<file path="src/rtl/lsu_pkg.sv">
// lsu_pkg: shared types and helpers for the load/store unit.
//   lsu_mode_e   - access mode encoding as presented on req_ctrl
//   lsu_state_e  - LSU control FSM states
//   mode_legal   - 1 for the five defined access modes
//   size_mask    - byte-lane mask for a mode at offset 0 (B/H/W)
//   crosses_word - 1 when offset + access size runs past the 32-bit word
package lsu_pkg;

  typedef enum logic [2:0] {
    MODE_B  = 3'b000,
    MODE_H  = 3'b001,
    MODE_W  = 3'b010,
    MODE_BU = 3'b100,
    MODE_HU = 3'b101
  } lsu_mode_e;

  typedef enum logic [2:0] {
    ST_IDLE,
    ST_REQ0,
    ST_WAIT0,
    ST_REQ1,
    ST_WAIT1,
    ST_RESP
  } lsu_state_e;

  function automatic logic mode_legal(input logic [2:0] ctrl);
    logic ok;
    case (ctrl)
      3'b000, 3'b001, 3'b010, 3'b100, 3'b101: ok = 1'b1;
      default:                                ok = 1'b0;
    endcase
    return ok;
  endfunction

  // ctrl[1:0] carries the size for both signed and unsigned variants.
  function automatic logic [3:0] size_mask(input logic [2:0] ctrl);
    logic [3:0] m;
    case (ctrl[1:0])
      2'b00:   m = 4'b0001;
      2'b01:   m = 4'b0011;
      default: m = 4'b1111;
    endcase
    return m;
  endfunction

  function automatic logic crosses_word(input logic [2:0] ctrl, input logic [1:0] off);
    logic c;
    case (ctrl[1:0])
      2'b00:   c = 1'b0;
      2'b01:   c = (off == 2'd3);
      default: c = (off != 2'd0);
    endcase
    return c;
  endfunction

endpackage

</file>
<file path="src/rtl/lsu_load_align.sv">
// lsu_load_align: combinational load-data formatter.
//   beat0_i  [31:0] word at the lower address
//   beat1_i  [31:0] word at the next address (0 for single-beat loads)
//   offset_i [1:0]  byte offset of the load address
//   mode_i   [2:0]  access mode (lsu_mode_e encoding)
//   rdata_o  [31:0] right-aligned, sign/zero-extended load data
module lsu_load_align
  import lsu_pkg::*;
(
  input  logic [31:0] beat0_i,
  input  logic [31:0] beat1_i,
  input  logic [1:0]  offset_i,
  input  logic [2:0]  mode_i,
  output logic [31:0] rdata_o
);

  logic [31:0] r32;

  // Only the low word of the shifted 64-bit pair is ever needed.
  assign r32 = 32'({beat1_i, beat0_i} >> {offset_i, 3'b000});

  always_comb begin
    rdata_o = r32;
    case (mode_i)
      MODE_B:  rdata_o = {{24{r32[7]}}, r32[7:0]};
      MODE_BU: rdata_o = {24'b0, r32[7:0]};
      MODE_H:  rdata_o = {{16{r32[15]}}, r32[15:0]};
      MODE_HU: rdata_o = {16'b0, r32[15:0]};
      default: rdata_o = r32;
    endcase
  end

endmodule

</file>
<file path="src/rtl/load_store_unit.sv">
// load_store_unit: data-memory bus initiator for one load/store at a time.
// Accepts a request when idle, issues word-aligned beats with byte enables,
// waits for grant and response, and returns one formatted response.
// Ports:
//   clk, rst_n                      clock, asynchronous active-low reset
//   req_valid/req_ready             core request handshake (ready only when idle)
//   req_we, req_ctrl, req_addr,     store flag, access mode, byte address,
//   req_wdata                       right-aligned store data
//   rsp_valid, rsp_rdata, rsp_err   one-cycle completion pulse with data/error
//   mem_req/mem_gnt                 beat request held until granted
//   mem_addr, mem_we, mem_be,       word-aligned beat address, write flag,
//   mem_wdata                       byte enables, lane-shifted store data
//   mem_rvalid, mem_rdata           one response per granted beat
// Parameter TIMEOUT_CYCLES: per-beat wait limit on grant/response (0 = never).
// Build option LSU_MISALIGNED_SPLIT_EN: when defined, word-crossing accesses
// run as two beats; otherwise they complete at once with rsp_err=1.
module load_store_unit
  import lsu_pkg::*;
#(
  parameter int TIMEOUT_CYCLES = 256
) (
  input  logic        clk,
  input  logic        rst_n,
  input  logic        req_valid,
  output logic        req_ready,
  input  logic        req_we,
  input  logic [2:0]  req_ctrl,
  input  logic [31:0] req_addr,
  input  logic [31:0] req_wdata,
  output logic        rsp_valid,
  output logic [31:0] rsp_rdata,
  output logic        rsp_err,
  output logic        mem_req,
  input  logic        mem_gnt,
  output logic [31:0] mem_addr,
  output logic        mem_we,
  output logic [3:0]  mem_be,
  output logic [31:0] mem_wdata,
  input  logic        mem_rvalid,
  input  logic [31:0] mem_rdata
);

  localparam int TMO_LAST = (TIMEOUT_CYCLES > 0) ? TIMEOUT_CYCLES - 1 : 0;
  localparam int CNT_W    = (TIMEOUT_CYCLES > 1) ? $clog2(TIMEOUT_CYCLES) : 1;

  lsu_state_e       state_q, state_d;
  logic [CNT_W-1:0] cnt_q, cnt_d;
  logic             rsp_valid_q, rsp_valid_d;
  logic [31:0]      rsp_rdata_q, rsp_rdata_d;
  logic             rsp_err_q, rsp_err_d;
  logic             mem_req_q, mem_req_d;
  logic [31:0]      mem_addr_q, mem_addr_d;
  logic             mem_we_q, mem_we_d;
  logic [3:0]       mem_be_q, mem_be_d;
  logic [31:0]      mem_wdata_q, mem_wdata_d;

  // Captured request (data only, never needs reset).
  logic [2:0]       mode_q, mode_d;
  logic             we_q, we_d;
  logic [1:0]       off_q, off_d;

  logic [3:0]       be_lo;
  logic [31:0]      wd_lo;
  logic             tmo;
  logic             bad_req;
  logic [31:0]      align_lo, align_hi, load_data;

  assign be_lo = size_mask(req_ctrl) << req_addr[1:0];
  assign wd_lo = req_wdata << {req_addr[1:0], 3'b000};
  assign tmo   = (TIMEOUT_CYCLES != 0) && (cnt_q == CNT_W'(TMO_LAST));

`ifdef LSU_MISALIGNED_SPLIT_EN
  logic        split_q, split_d;
  logic [31:0] addr_q, addr_d;
  logic [3:0]  be_hi_q, be_hi_d;
  logic [31:0] wd_hi_q, wd_hi_d;
  logic [31:0] beat0_q, beat0_d;
  logic [3:0]  be_hi;
  logic [31:0] wd_hi;

  // Upper halves of the 64-bit lane shift; offset 0 shifts everything out.
  assign be_hi    = size_mask(req_ctrl) >> (3'd4 - {1'b0, req_addr[1:0]});
  assign wd_hi    = req_wdata >> (6'd32 - {1'b0, req_addr[1:0], 3'b000});
  assign bad_req  = !mode_legal(req_ctrl);
  assign align_lo = (state_q == ST_WAIT1) ? beat0_q : mem_rdata;
  assign align_hi = (state_q == ST_WAIT1) ? mem_rdata : 32'b0;
`else
  assign bad_req  = !mode_legal(req_ctrl) || crosses_word(req_ctrl, req_addr[1:0]);
  assign align_lo = mem_rdata;
  assign align_hi = 32'b0;
`endif

  lsu_load_align u_align (
    .beat0_i  (align_lo),
    .beat1_i  (align_hi),
    .offset_i (off_q),
    .mode_i   (mode_q),
    .rdata_o  (load_data)
  );

  always_comb begin
    state_d     = state_q;
    cnt_d       = cnt_q + CNT_W'(1);
    rsp_valid_d = 1'b0;
    rsp_rdata_d = 32'b0;
    rsp_err_d   = 1'b0;
    mem_req_d   = 1'b0;
    mem_addr_d  = mem_addr_q;
    mem_we_d    = mem_we_q;
    mem_be_d    = mem_be_q;
    mem_wdata_d = mem_wdata_q;
    mode_d      = mode_q;
    we_d        = we_q;
    off_d       = off_q;
`ifdef LSU_MISALIGNED_SPLIT_EN
    split_d     = split_q;
    addr_d      = addr_q;
    be_hi_d     = be_hi_q;
    wd_hi_d     = wd_hi_q;
    beat0_d     = beat0_q;
`endif
    case (state_q)
      ST_IDLE: begin
        if (req_valid) begin
          mode_d = req_ctrl;
          we_d   = req_we;
          off_d  = req_addr[1:0];
          if (bad_req) begin
            state_d     = ST_RESP;
            rsp_valid_d = 1'b1;
            rsp_err_d   = 1'b1;
          end else begin
            state_d     = ST_REQ0;
            cnt_d       = '0;
            mem_req_d   = 1'b1;
            mem_addr_d  = {req_addr[31:2], 2'b00};
            mem_we_d    = req_we;
            mem_be_d    = be_lo;
            mem_wdata_d = wd_lo;
`ifdef LSU_MISALIGNED_SPLIT_EN
            split_d     = crosses_word(req_ctrl, req_addr[1:0]);
            addr_d      = {req_addr[31:2], 2'b00};
            be_hi_d     = be_hi;
            wd_hi_d     = wd_hi;
`endif
          end
        end
      end
`ifdef LSU_MISALIGNED_SPLIT_EN
      ST_REQ0, ST_REQ1: begin
`else
      ST_REQ0: begin
`endif
        if (mem_gnt) begin
          state_d = (state_q == ST_REQ0) ? ST_WAIT0 : ST_WAIT1;
          cnt_d   = '0;
        end else if (tmo) begin
          state_d     = ST_RESP;
          rsp_valid_d = 1'b1;
          rsp_err_d   = 1'b1;
        end else begin
          mem_req_d = 1'b1;
        end
      end
`ifdef LSU_MISALIGNED_SPLIT_EN
      ST_WAIT0, ST_WAIT1: begin
`else
      ST_WAIT0: begin
`endif
        if (mem_rvalid) begin
`ifdef LSU_MISALIGNED_SPLIT_EN
          if (state_q == ST_WAIT0 && split_q) begin
            beat0_d     = mem_rdata;
            state_d     = ST_REQ1;
            cnt_d       = '0;
            mem_req_d   = 1'b1;
            mem_addr_d  = addr_q + 32'd4;
            mem_be_d    = be_hi_q;
            mem_wdata_d = wd_hi_q;
          end else
`endif
          begin
            state_d     = ST_RESP;
            rsp_valid_d = 1'b1;
            rsp_rdata_d = we_q ? 32'b0 : load_data;
          end
        end else if (tmo) begin
          state_d     = ST_RESP;
          rsp_valid_d = 1'b1;
          rsp_err_d   = 1'b1;
        end
      end
      ST_RESP: state_d = ST_IDLE;
      default: state_d = ST_IDLE;
    endcase
  end

  // Control state and registered outputs.
  always_ff @(posedge clk or negedge rst_n) begin
    if (!rst_n) begin
      state_q     <= ST_IDLE;
      cnt_q       <= '0;
      rsp_valid_q <= 1'b0;
      rsp_rdata_q <= 32'b0;
      rsp_err_q   <= 1'b0;
      mem_req_q   <= 1'b0;
      mem_addr_q  <= 32'b0;
      mem_we_q    <= 1'b0;
      mem_be_q    <= 4'b0;
      mem_wdata_q <= 32'b0;
`ifdef LSU_MISALIGNED_SPLIT_EN
      split_q     <= 1'b0;
`endif
    end else begin
      state_q     <= state_d;
      cnt_q       <= cnt_d;
      rsp_valid_q <= rsp_valid_d;
      rsp_rdata_q <= rsp_rdata_d;
      rsp_err_q   <= rsp_err_d;
      mem_req_q   <= mem_req_d;
      mem_addr_q  <= mem_addr_d;
      mem_we_q    <= mem_we_d;
      mem_be_q    <= mem_be_d;
      mem_wdata_q <= mem_wdata_d;
`ifdef LSU_MISALIGNED_SPLIT_EN
      split_q     <= split_d;
`endif
    end
  end

  // Captured request data.
  always_ff @(posedge clk) begin
    mode_q  <= mode_d;
    we_q    <= we_d;
    off_q   <= off_d;
`ifdef LSU_MISALIGNED_SPLIT_EN
    addr_q  <= addr_d;
    be_hi_q <= be_hi_d;
    wd_hi_q <= wd_hi_d;
    beat0_q <= beat0_d;
`endif
  end

  assign req_ready = (state_q == ST_IDLE);
  assign rsp_valid = rsp_valid_q;
  assign rsp_rdata = rsp_rdata_q;
  assign rsp_err   = rsp_err_q;
  assign mem_req   = mem_req_q;
  assign mem_addr  = mem_addr_q;
  assign mem_we    = mem_we_q;
  assign mem_be    = mem_be_q;
  assign mem_wdata = mem_wdata_q;

endmodule

</file>
<file path="config.mk">
export PLATFORM = sky130hd
export DESIGN_NAME = load_store_unit
export DESIGN_NICKNAME = d
export VERILOG_FILES = /design/src/rtl/lsu_pkg.sv /design/src/rtl/lsu_load_align.sv /design/src/rtl/load_store_unit.sv
export SDC_FILE = /design/constraint.sdc
export NUM_CORES = 1
export LEC_CHECK = 0
export CAP_MARGIN = 20
export CORE_UTILIZATION = 30
export CTS_CLUSTER_DIAMETER = 40
export DETAILED_ROUTE_END_ITERATION = 10
export HOLD_SLACK_MARGIN = 0.15
export PLACE_DENSITY = 0.72
export SLEW_MARGIN = 20
export SYNTH_ARGS = -nofsm -noshare
export SYNTH_HDL_FRONTEND = slang
export SYNTH_SLANG_ARGS = --single-unit
export TNS_END_PERCENT = 100
</file>
<file path="constraint.sdc">
create_clock -name clk -period 1.7 [get_ports clk]
set_clock_uncertainty 0.2 [all_clocks]
set_input_delay 0.34 -clock clk [delete_from_list [all_inputs] [get_ports clk]]
set_output_delay 0.34 -clock clk [all_outputs]
set_load 0.03 [all_outputs]
</file>
==> flow_metrics.py, run 1 <==
metrics = {
    "die": {
        "die_y_um": 137,
        "die_w_um": 137,
        "floorplan.initialDensity_pct": 31.2,
        "boundaryPins": 210,
        "num_rows": 48,
        "coreArea_mm2": 0.0175,
        "dieArea_mm2": 0.0188,
    },
    "clocking": {
        "cts_buffers": 17,
        "htreeDepth": 4,
        "clkSinkCount": 119,
        "tritoncts": "built",
        "cts.reportedPaths.clkPinSlew_ns": 0.05,
        "root_buffer": "clkbuf_16",
        "clkLatencyLatePin_ns": 0.41,
        "clockBufferDepth": 2,
    },
    "run_status": {
        "violations": "negative setup slack",
        "status": "complete, but fails checks",
    },
    "sta": {
        "max_freq_mhz": 522,
        "rsz0062_at_grt": "true",
        "layout_setup_ws_ns": -0.214,
        "finalSetupViolations": 96,
        "hold_violations": 0,
        "final.period_utilization_pct": 113,
        "slew_violations": 0,
        "period_minus_slack_ns": 1.91,
        "tightest_slew_ns": 0.619,
        "maxSlewHeadroom_pct": 58.7,
    },
    "synthesis": {
        "yosysWarnings": 0,
        "ys_types": 44,
        "async_flop_share_pct": 95.0,
        "syn_inst": 475,
        "synthFlopType": "dfrtp_1",
        "ys_seq_elements": 119,
        "netlist_area_mm2": 0.00546,
        "synth_area_per_cell_um2": 11.5,
        "yosysSeqAreaShare_pct": 55.0,
        "synth_edf_count": 6,
    },
    "detailed_routing": {
        "wl_mm": 16.9,
        "viasPerCell": 4.82,
        "post_drt_wl_per_cell_um": 17.1,
        "vias": 4767,
        "firstDrtPassIters": 4,
        "ant_nets": 0,
        "drc": 0,
        "drt_iter0_drc": 161,
    },
    "setup_path": {
        "crit_path_end_kind": "flip-flop",
        "cp.required_ns": 1.78,
        "worstSetupPathType": "reg -> reg",
        "worst-path-max-fanout": 8,
        "arrival_ns": 2.00,
        "critPathLaunchType": "flip-flop",
    },
    "placed_design": {
        "gp_congestion": 0.865,
        "dpl.hpwl_mm": 12.0,
        "dpl_cell_area_mm2": 0.00839,
        "dp_slack_ns": -0.635,
        "portBuffers": 207,
        "dp.cells": 945,
    },
    "hold_path": {
        "min_path_type": "in -> async",
    },
    "cells_and_area": {
        "final_area_mm2": 0.00939,
        "area_growth_pct": 71.8,
        "final_common_cell": "dfrtp_1",
        "finalNetCount": 858,
        "final_cells": 990,
        "drive_above_1_share_pct": 42.0,
        "layout_common_cells": "111 x dfrtp_1, 100 x clkdlybuf4s50_1, 62 x buf_4",
        "fin_util_pct": 53.5,
        "num_antenna_cells": 0,
    },
    "grt": {
        "grt_overflow_total": 0,
        "grt_max_degree": 42,
        "grt_use_total_pct": 18.9,
        "grt_pass1_wl_mm": 26.7,
        "antenna_found_initial": 0,
        "first_global_vias": 5039,
    },
    "power": {
        "leakage_nw": 4.19,
        "peakVddDrop_mv": 0.902,
        "power_mw": 14.6,
        "power_density_mw_per_mm2": 1550,
    },
    "job": {
        "cap_violations": 0,
    },
}
## path summary, 6_finish.rpt
kind / depth (start not counted) / end / from / slack, ns
max in group asynchronous: 3 / mem_addr[7]$_DFFE_PN0P_ / rst_n / 0.60
setup reg to reg: 5 / rsp_rdata[22]$_DFF_PN0_ / off_q[0]$_DFFE_PP_ / -0.21
hold reg to reg: 1 / cnt_q[0]$_DFF_PN0_ / cnt_q[0]$_DFF_PN0_ / 0.29
hold / removal: 2 / rsp_rdata[30]$_DFF_PN0_ / rst_n / 0.14
min in group clk: 2 / mode_q[0]$_DFFE_PP_ / req_ctrl[0] / 0.17
setup / recovery: 5 / rsp_rdata[22]$_DFF_PN0_ / off_q[0]$_DFFE_PP_ / -0.21
## state kept, by name, indices dropped and copies added, names as in the netlist
name and cells:
mem_req 1, rsp_rdata 32, mem_we 1, mode_q 3
mem_addr 30, rsp_err 1, mem_be 4, we_q 1
cnt_q 8, mem_wdata 32, off_q 2, rsp_valid 1
state_q 3
## Yosys cell counts, types with 2 or more instances
library cell / instances / area (um2)
a211oi_1: 22 / 165
a21oi_1: 20 / 100
and2_1: 7 / 43.8
and3_1: 2 / 12.5
buf_1: 2 / 7.51
buf_2: 9 / 45.0
buf_4: 8 / 60.1
buf_6: 5 / 56.3
clkbuf_1: 12 / 45.0
dfrtp_1: 113 / 2830
edfxtp_1: 6 / 180
inv_1: 2 / 7.51
mux2_2: 51 / 574
mux2i_1: 33 / 330
nand2_1: 43 / 161
nand2b_1: 3 / 18.8
nand3_1: 3 / 15.0
nor2_1: 20 / 75.1
nor2b_1: 19 / 119
nor3_1: 3 / 15.0
o21ai_0: 47 / 235
o21ai_1: 6 / 30.0
o21ai_2: 3 / 26.3
o31ai_1: 10 / 75.1
or3_1: 3 / 18.8
xnor2_1: 2 / 17.5
xor2_1: 4 / 35.0
## where the power goes
part	total, mW	leakage (nW)	internal (mW)	switching [mW]
registers	4.40	1.51	3.79	0.612
clock network	3.70	0.300	2.40	1.30
logic	6.47	2.38	2.99	3.49
total	14.6	4.19	9.17	5.40
## final cells by class
class	count	area, um2
clock inverter	10	115
multi-input combinational	319	2530
inverter	2	10.0
clock buffer	22	505
tap	225	282
sequential	119	3010
timing repair buffer	293	2940
fill	1554	8150
## per-stage QoR
step | TNS (ns) | hold WS (ns)
finish | -14.65 | 0.139
global route | -20.54 | 0.160
CTS | -15.06 | 0.287
detailed placement | -56.44 | 0.0130
global placement | -54.07 | 0.00767
floorplan | -18.32 | -0.156
## critical path, cell delays in order (launching register included)
cell and delay, ns:
edfxtp_1 0.49, mux2_4 0.34, or3_4 0.34, o2111ai_4 0.17, buf_12 0.18, o21ai_4 0.06
## cells by family after synthesis
group | after synthesis | synth area share, %
flops | 119 | 55.0
other cells | 1 | 0.0686
compound gates | 114 | 12.6
xor+xnor | 6 | 0.962
simple gates | 112 | 10.4
fa+ha+maj | 1 | 0.229
buf+inv | 38 | 4.05
mux | 84 | 16.6
## metal layers
layer	wire length (um)	up-vias	GRT usage (%)
met5	0	-	0
met4	234	0	5.92
met3	1610	15	7.67
met2	8380	189	31.7
met1	6680	2331	21.9
li1	-	2232	-
## what timing repair did
action	CTS	global route
hold buffers	3	0
gates cloned	4	0
resized for setup	267	86
pin swaps	6	7
endpoints found under the hold margin	114	0
setup endpoints to repair	203	165
buffers inserted	7	2
Note: power is estimated with default switching activity, not from simulation.
==> run 2: changes to the inputs <==
--- a/config.mk
+++ b/config.mk
@@ -6,11 +6,11 @@
 export NUM_CORES = 1
 export LEC_CHECK = 0
 export CAP_MARGIN = 20
-export CORE_UTILIZATION = 30
+export CORE_UTILIZATION = 40
 export CTS_CLUSTER_DIAMETER = 40
 export DETAILED_ROUTE_END_ITERATION = 10
 export HOLD_SLACK_MARGIN = 0.15
-export PLACE_DENSITY = 0.72
+export PLACE_DENSITY = 0.88
 export SLEW_MARGIN = 20
 export SYNTH_ARGS = -nofsm -noshare
 export SYNTH_HDL_FRONTEND = slang
==> run 2 against run 1 <==
  * The flow still finishes with violations (negative setup slack)
  * Power is 0.81% higher
  * Worst setup slack worse by 0.012 ns
  * Maximum frequency is 0.65% lower
  * Critical path depth unchanged
==> flow_metrics.py, run 2 (synthesized netlist as in run 1, its figures left out) <==
metrics = {
    "run_status": {
        "status": "complete, but fails checks",
        "violations": "negative setup slack",
    },
    "cells_and_area": {
        "num-fill-cells": 885,
        "finalNetCount": 866,
        "layout_common_cells": "111 x dfrtp_1, 99 x clkdlybuf4s50_1, 62 x buf_4",
        "num_antenna_cells": 0,
        "fin_util_pct": 71.8,
        "area_growth_pct": 74.8,
        "drive_above_1_share_pct": 42.6,
        "final_common_cell": "dfrtp_1",
    },
    "detailed_routing": {
        "vias": 5010,
        "ant_nets": 0,
        "drc": 0,
        "firstDrtPassIters": 4,
        "drt_iter0_drc": 247,
        "post_drt_wl_per_cell_um": 20.3,
        "viasPerCell": 5.28,
        "wl_mm": 19.3,
    },
    "die": {
        "floorplan.initialDensity_pct": 41.1,
        "dieArea_mm2": 0.0141,
        "num_rows": 42,
        "coreArea_mm2": 0.0133,
        "die_w_um": 119,
        "boundaryPins": 210,
        "die_y_um": 119,
    },
    "sta": {
        "layout_setup_ws_ns": -0.226,
        "rsz0062_at_grt": "true",
        "finalSetupViolations": 97,
        "hold_violations": 0,
        "max_freq_mhz": 519,
        "slew_violations": 0,
        "period_minus_slack_ns": 1.93,
        "final.period_utilization_pct": 113,
    },
    "grt": {
        "antenna_found_initial": 0,
        "grt_max_degree": 30,
        "grt_use_total_pct": 27.0,
        "grt_pass1_wl_mm": 28.9,
        "grt_overflow_total": 0,
        "first_global_vias": 5426,
    },
    "power": {
        "power_density_mw_per_mm2": 1540,
        "peakVddDrop_mv": 1.20,
        "p_int_mw": 8.88,
        "p_clk_share_pct": 21.9,
        "p_sw_mw": 5.80,
        "pwr-share-seq_pct": 30.4,
        "p_comb_share_pct": 47.7,
        "leakage_nw": 4.28,
        "switching_share_pct": 39.5,
    },
    "clocking": {
        "cts_buffers": 17,
        "clkLatencyLatePin_ns": 0.43,
        "htreeDepth": 4,
        "clkSinkCount": 119,
        "tritoncts": "built",
        "root_buffer": "clkbuf_16",
        "clockBufferDepth": 2,
        "cts.reportedPaths.clkPinSlew_ns": 0.05,
    },
    "setup_path": {
        "critPathLaunchType": "flip-flop",
        "crit_path_end_kind": "flip-flop",
        "cp.required_ns": 1.79,
        "worstSetupPathType": "reg -> reg",
        "worst-path-max-fanout": 8,
        "arrival_ns": 2.01,
        "max_stage_delay_ns": 0.51,
        "crit_chain": "mux2_4 > or3_4 > o2111ai_4 > clkbuf_16 > nand2_1",
        "critPathSlowestCell": "edfxtp_1",
    },
    "placed_design": {
        "portBuffers": 207,
        "dp_slack_ns": -0.692,
        "gp_congestion": 0.911,
        "dpl.hpwl_mm": 12.3,
    },
    "job": {
        "cap_violations": 0,
    },
    "hold_path": {
        "min_path_type": "in -> async",
    },
}
[run 2: cell count changes in the layout (fill, tap and decap cells not counted), sizes merged, moves of 2 or more]
cell,change
buf,+7
bufbuf,-2
bufinv,-2
clkbuf,-2
clkdlybuf4s15,-7
clkinv,+6
dlygate4sd2,+10
[run 2: final timing paths]
path | depth (start not counted) | slack, ns | to | startpoint
worst max-delay path | 5 | -0.23 | rsp_rdata[24]$_DFF_PN0_ | off_q[0]$_DFFE_PP_
worst min-delay path | 2 | 0.22 | rsp_rdata[3]$_DFF_PN0_ | rst_n
worst max register to register | 5 | -0.23 | rsp_rdata[24]$_DFF_PN0_ | off_q[0]$_DFFE_PP_
worst min register to register | 1 | 0.30 | mem_be[0]$_DFFE_PN0P_ | mem_be[0]$_DFFE_PN0P_
max in group asynchronous | 3 | 0.54 | rsp_rdata[21]$_DFF_PN0_ | rst_n
min in group clk | 2 | 0.23 | mode_q[1]$_DFFE_PP_ | req_ctrl[1]
[run 2: routing by layer]
metal  global-route usage [%]  part of all wire [%]  vias up
met5                        0                     0        -
met3                     7.61                   7.2       37
met4                     11.7                   2.8        0
met1                     29.7                    38     2467
met2                     48.4                    52      246
li1                         -                     -     2260
[run 2: layout make-up]
class / instances / area, um2 / share of cell area [%]
clock inverters: 14 / 105 / 1.10
clock buffers: 18 / 429 / 4.49
flip-flops and latches: 119 / 3010 / 31.5
repair buffers: 301 / 3140 / 32.8
well taps: 176 / 220 / 2.31
inverters: 2 / 7.51 / 0.0786
multi-input cells: 319 / 2640 / 27.7
[run 2: metrics by stage]
step | std cells | instance area, um2 | total power [mW] | hold slack (ns) | TNS [ns]
final | 949 | 9550 | 14.7 | 0.219 | -13.25
after global routing | 949 | 9550 | 15.3 | 0.234 | -19.10
after CTS | 939 | 9320 | 14.3 | 0.201 | -13.32
after detailed placement | 890 | 8290 | 10.7 | 0.0947 | -56.82
after global placement | 890 | 8290 | 10.5 | 0.0887 | -50.71
after floorplan | 476 | 5560 | 7.67 | -0.156 | -18.32
[run 2: critical path: cells and delay by family (launching register included)]
family | cells | cell delay, ns
flops | 1 | 0.51
simple gates | 2 | 0.42
mux | 1 | 0.36
buf+inv | 1 | 0.21
compound gates | 1 | 0.11
[run 2: power by group through the flow]
| stage | Clock [mW] | Combinational [mW] | Sequential [mW] |
|---|---|---|---|
| global placement | 0 | 6.17 | 4.38 |
| CTS | 3.26 | 6.58 | 4.41 |
| detailed placement | 0 | 6.28 | 4.43 |
| global route | 3.40 | 7.32 | 4.56 |
| finish | 3.22 | 7.01 | 4.46 |
| floorplan | 0 | 1.78 | 5.89 |
[run 2: what timing repair did]
item                       CTS  global route
gates resized for setup    247           125
hold endpoints to repair   114             0
buffers inserted             9             9
hold buffers                 2             0
pin swaps                    7            21
cloned                       7             4
setup endpoints to repair  199           149
==> run 3: changes to the inputs <==
--- a/config.mk
+++ b/config.mk
@@ -5,6 +5,7 @@
 export SDC_FILE = /design/constraint.sdc
 export NUM_CORES = 1
 export LEC_CHECK = 0
+export ABC_CLOCK_PERIOD_IN_PS = 1700
 export CAP_MARGIN = 20
 export CORE_UTILIZATION = 40
 export CTS_CLUSTER_DIAMETER = 40
==> results of run 3 <==
No change in the layout: final DEF, timing and power equal those of run 2.
==> RTL change: new RTL, flow settings as in run 3 <==
`TIMEOUT_CYCLES`: 256 -> 512.
--- a/src/rtl/load_store_unit.sv
+++ b/src/rtl/load_store_unit.sv
@@ -17,7 +17,7 @@
 module load_store_unit
   import lsu_pkg::*;
 #(
-  parameter int TIMEOUT_CYCLES = 256
+  parameter int TIMEOUT_CYCLES = 512
 ) (
   input  logic        clk,
   input  logic        rst_n,
Check against the original RTL: no difference found for any inputs over 4 cycles, from zero or initial values and one cycle with rst_n low; that may be too few to reach the edited logic, so the function may still have changed.
==> RTL change against run 3 <==
The flow still finishes with violations (setup timing). Routed wire length down 13%. Clock power down 3%. Sequential cell count up 1. Total power down 8.5%. Die area down 0.76%. Largest power group unchanged. Worst setup slack worse by 120 ps. Synthesized cell count up 4.2%. Combinational power down 15%. Worst hold slack worse by 42 ps. Sequential power down 3%. Synthesized area down 0.78%. Critical endpoint is now rsp_rdata[25]$_DFF_PN0_. Count of clock-buffer cells in the layout up 5. Final area down 6.0%.
==> RTL change: results (changes against run 3) <==
| Metric | Value |
|---|---|
| Failing checks | setup timing |
| Synth cell types | 42 (-4.5%) |
| Worst Path Required | 1830 ps (+40 ps) |
| DPL Wire Length | 10,930 µm (-11%) |
| Fill cells | 962 (+8.7%) |
| R2R depth | 6 (+1) |
| Detailed-router iteration count before antenna repair | 5 (+1) |
| Routed wire length | 16,780 µm (-13%) |
| Worst EP arrival | 2190 ps (+180 ps) |
| Static Leak | 0.004160 µW (-2.8%) |
| Final Net Count | 873 (+0.81%) |
| CP delay by family, top | simple AND/OR/NAND/NOR gates |
| Outcome | finished, violations left |
| Vias | 4,935 (-1.5%) |
| Worst Setup SP | state_q[0]$_DFFE_PN0P_ |
| CTS buffer count | 17 (unchanged) |
| Pwr per Cell Area | 1497 nW/µm² (-2.7%) |
| Peak supply drop | 0.7636 mV (-36%) |
| Top cells by count, synth | 114 x dfrtp_1, 60 x nand2_1, 42 x mux2_2 |
| HP Class | in2reg |
| 1st-iter DRT viols | 304 (+23%) |
| CTS clock-pin slew for the worst setup and hold paths | 50 ps (about the same) |
| Global-route wire length before repair | 26,650 µm (-7.6%) |
| Total GRT Usage | 24.73% (-2.3 points) |
| Async S/R FF share, synth | 95.00% (about the same) |
| Vias in the first global route | 5,359 (-1.2%) |
| Worst skew pair latency | 410 ps (-20 ps) |
| Max incr delay on CP | 380 ps (-130 ps) |
| Count of flip-flops with a built-in enable after synthesis | 6 (unchanged) |
| Sequential share of the synthesized area | 55.94% (+0.89 points) |
| Final WS setup | -350.9 ps (-124.5 ps) |
| Initial antenna violation count | 1 (+1) |
| Pin count of the biggest net entering global routing | 74 (+150%) |
| Share of cells above drive strength 1 | 32.82% (-9.7 points) |
| Worst path slowest cell | dfrtp_1 |
| # setup viols final | 111 (+14%) |
| Max FO, Critical Path | 9 (+1) |
==> RTL change: changes by cell type after synthesis, moves of 7 or more <==
cell      before  now
clkbuf_1      12   19
nand2_1       43   60
o21ai_0       47   37
nor2_1        20   32
mux2_2        51   42
==> RTL change: what timing repair did <==
action / in CTS / in global routing
setup buffers: 13 / 2
hold endpoints to repair: 115 / 1
endpoints found under the setup margin: 211 / 178
gates resized for setup: 250 / 78
pin swaps: 8 / 6
hold buffers: 2 / 1
cloned: 7 / 0
==> RTL change: final timing paths <==
kind                                                   to  slack, ps
worst max-delay path              rsp_rdata[25]$_DFF_PN0_       -350
worst min-delay path                mem_be[1]$_DFFE_PN0P_        180
worst max register to register    rsp_rdata[25]$_DFF_PN0_       -350
worst min register to register  mem_wdata[11]$_DFFE_PN0P_        290
max in group asynchronous           mem_be[3]$_DFFE_PN0P_        540
min in group asynchronous          rsp_rdata[2]$_DFF_PN0_        290
==> RTL change: final cells by class <==
type,count,share of cell area (%)
flip-flops and latches,120,33.77
repair buffers,287,30.53
multi-input cells,332,27.32
clock buffers,23,5.323
well taps,176,2.452
inverters,7,0.2926
clock inverters,5,0.2787
diodes,1,0.02787
==> RTL change: cells by family (layout without fill, tap and decap cells) <==
| family | count (synthesis) | count (layout) | synth area share [%] |
|---|---|---|---|
| xor+xnor | 6 | 6 | 0.9693 |
| buf+inv | 44 | 322 | 3.670 |
| compound gates | 106 | 106 | 11.89 |
| other cells | 1 | 3 | 0.06917 |
| simple gates | 140 | 140 | 11.95 |
| flops | 120 | 120 | 55.94 |
| mux | 75 | 75 | 14.82 |
| fa+ha+maj | 3 | 3 | 0.6924 |
==> RTL change: metal layers <==
metal / vias to the layer above / routed length [µm] / GRT usage [%]
li1: 2265 / - / -
met1: 2392 / 6538 / 26.73
met2: 236 / 8551 / 44.41
met3: 42 / 1204 / 7.481
met4: 0 / 486 / 11.00
met5: - / 0 / 0
==> RTL change: per-stage QoR <==
| step | TNS [ps] | area, µm² | instances | setup WS, ps |
|---|---|---|---|---|
| final | -30340 | 8980 | 951 | -350.9 |
| after CTS | -28830 | 9085 | 952 | -315.8 |
| after global routing | -38530 | 8980 | 951 | -412.6 |
| after global placement | -64220 | 8050 | 902 | -692.3 |
| after floorplan | -38940 | 5507 | 496 | -449.4 |
| after detailed placement | -69960 | 8050 | 902 | -743.3 |
==> RTL change: power by group <==
group | internal (µW) | switching [µW] | total, µW
Sequential | 3820 | 518 | 4340
Combinational | 2520 | 3470 | 5990
Clock | 1930 | 1190 | 3110
Total | 8260 | 5170 | 13400
==> RTL change: tightest hold or removal path: cells and delay by family <==
family	cells	cell delay, ps
buffers and inverters	2	320
AO/OA/AOI/OAI	1	80
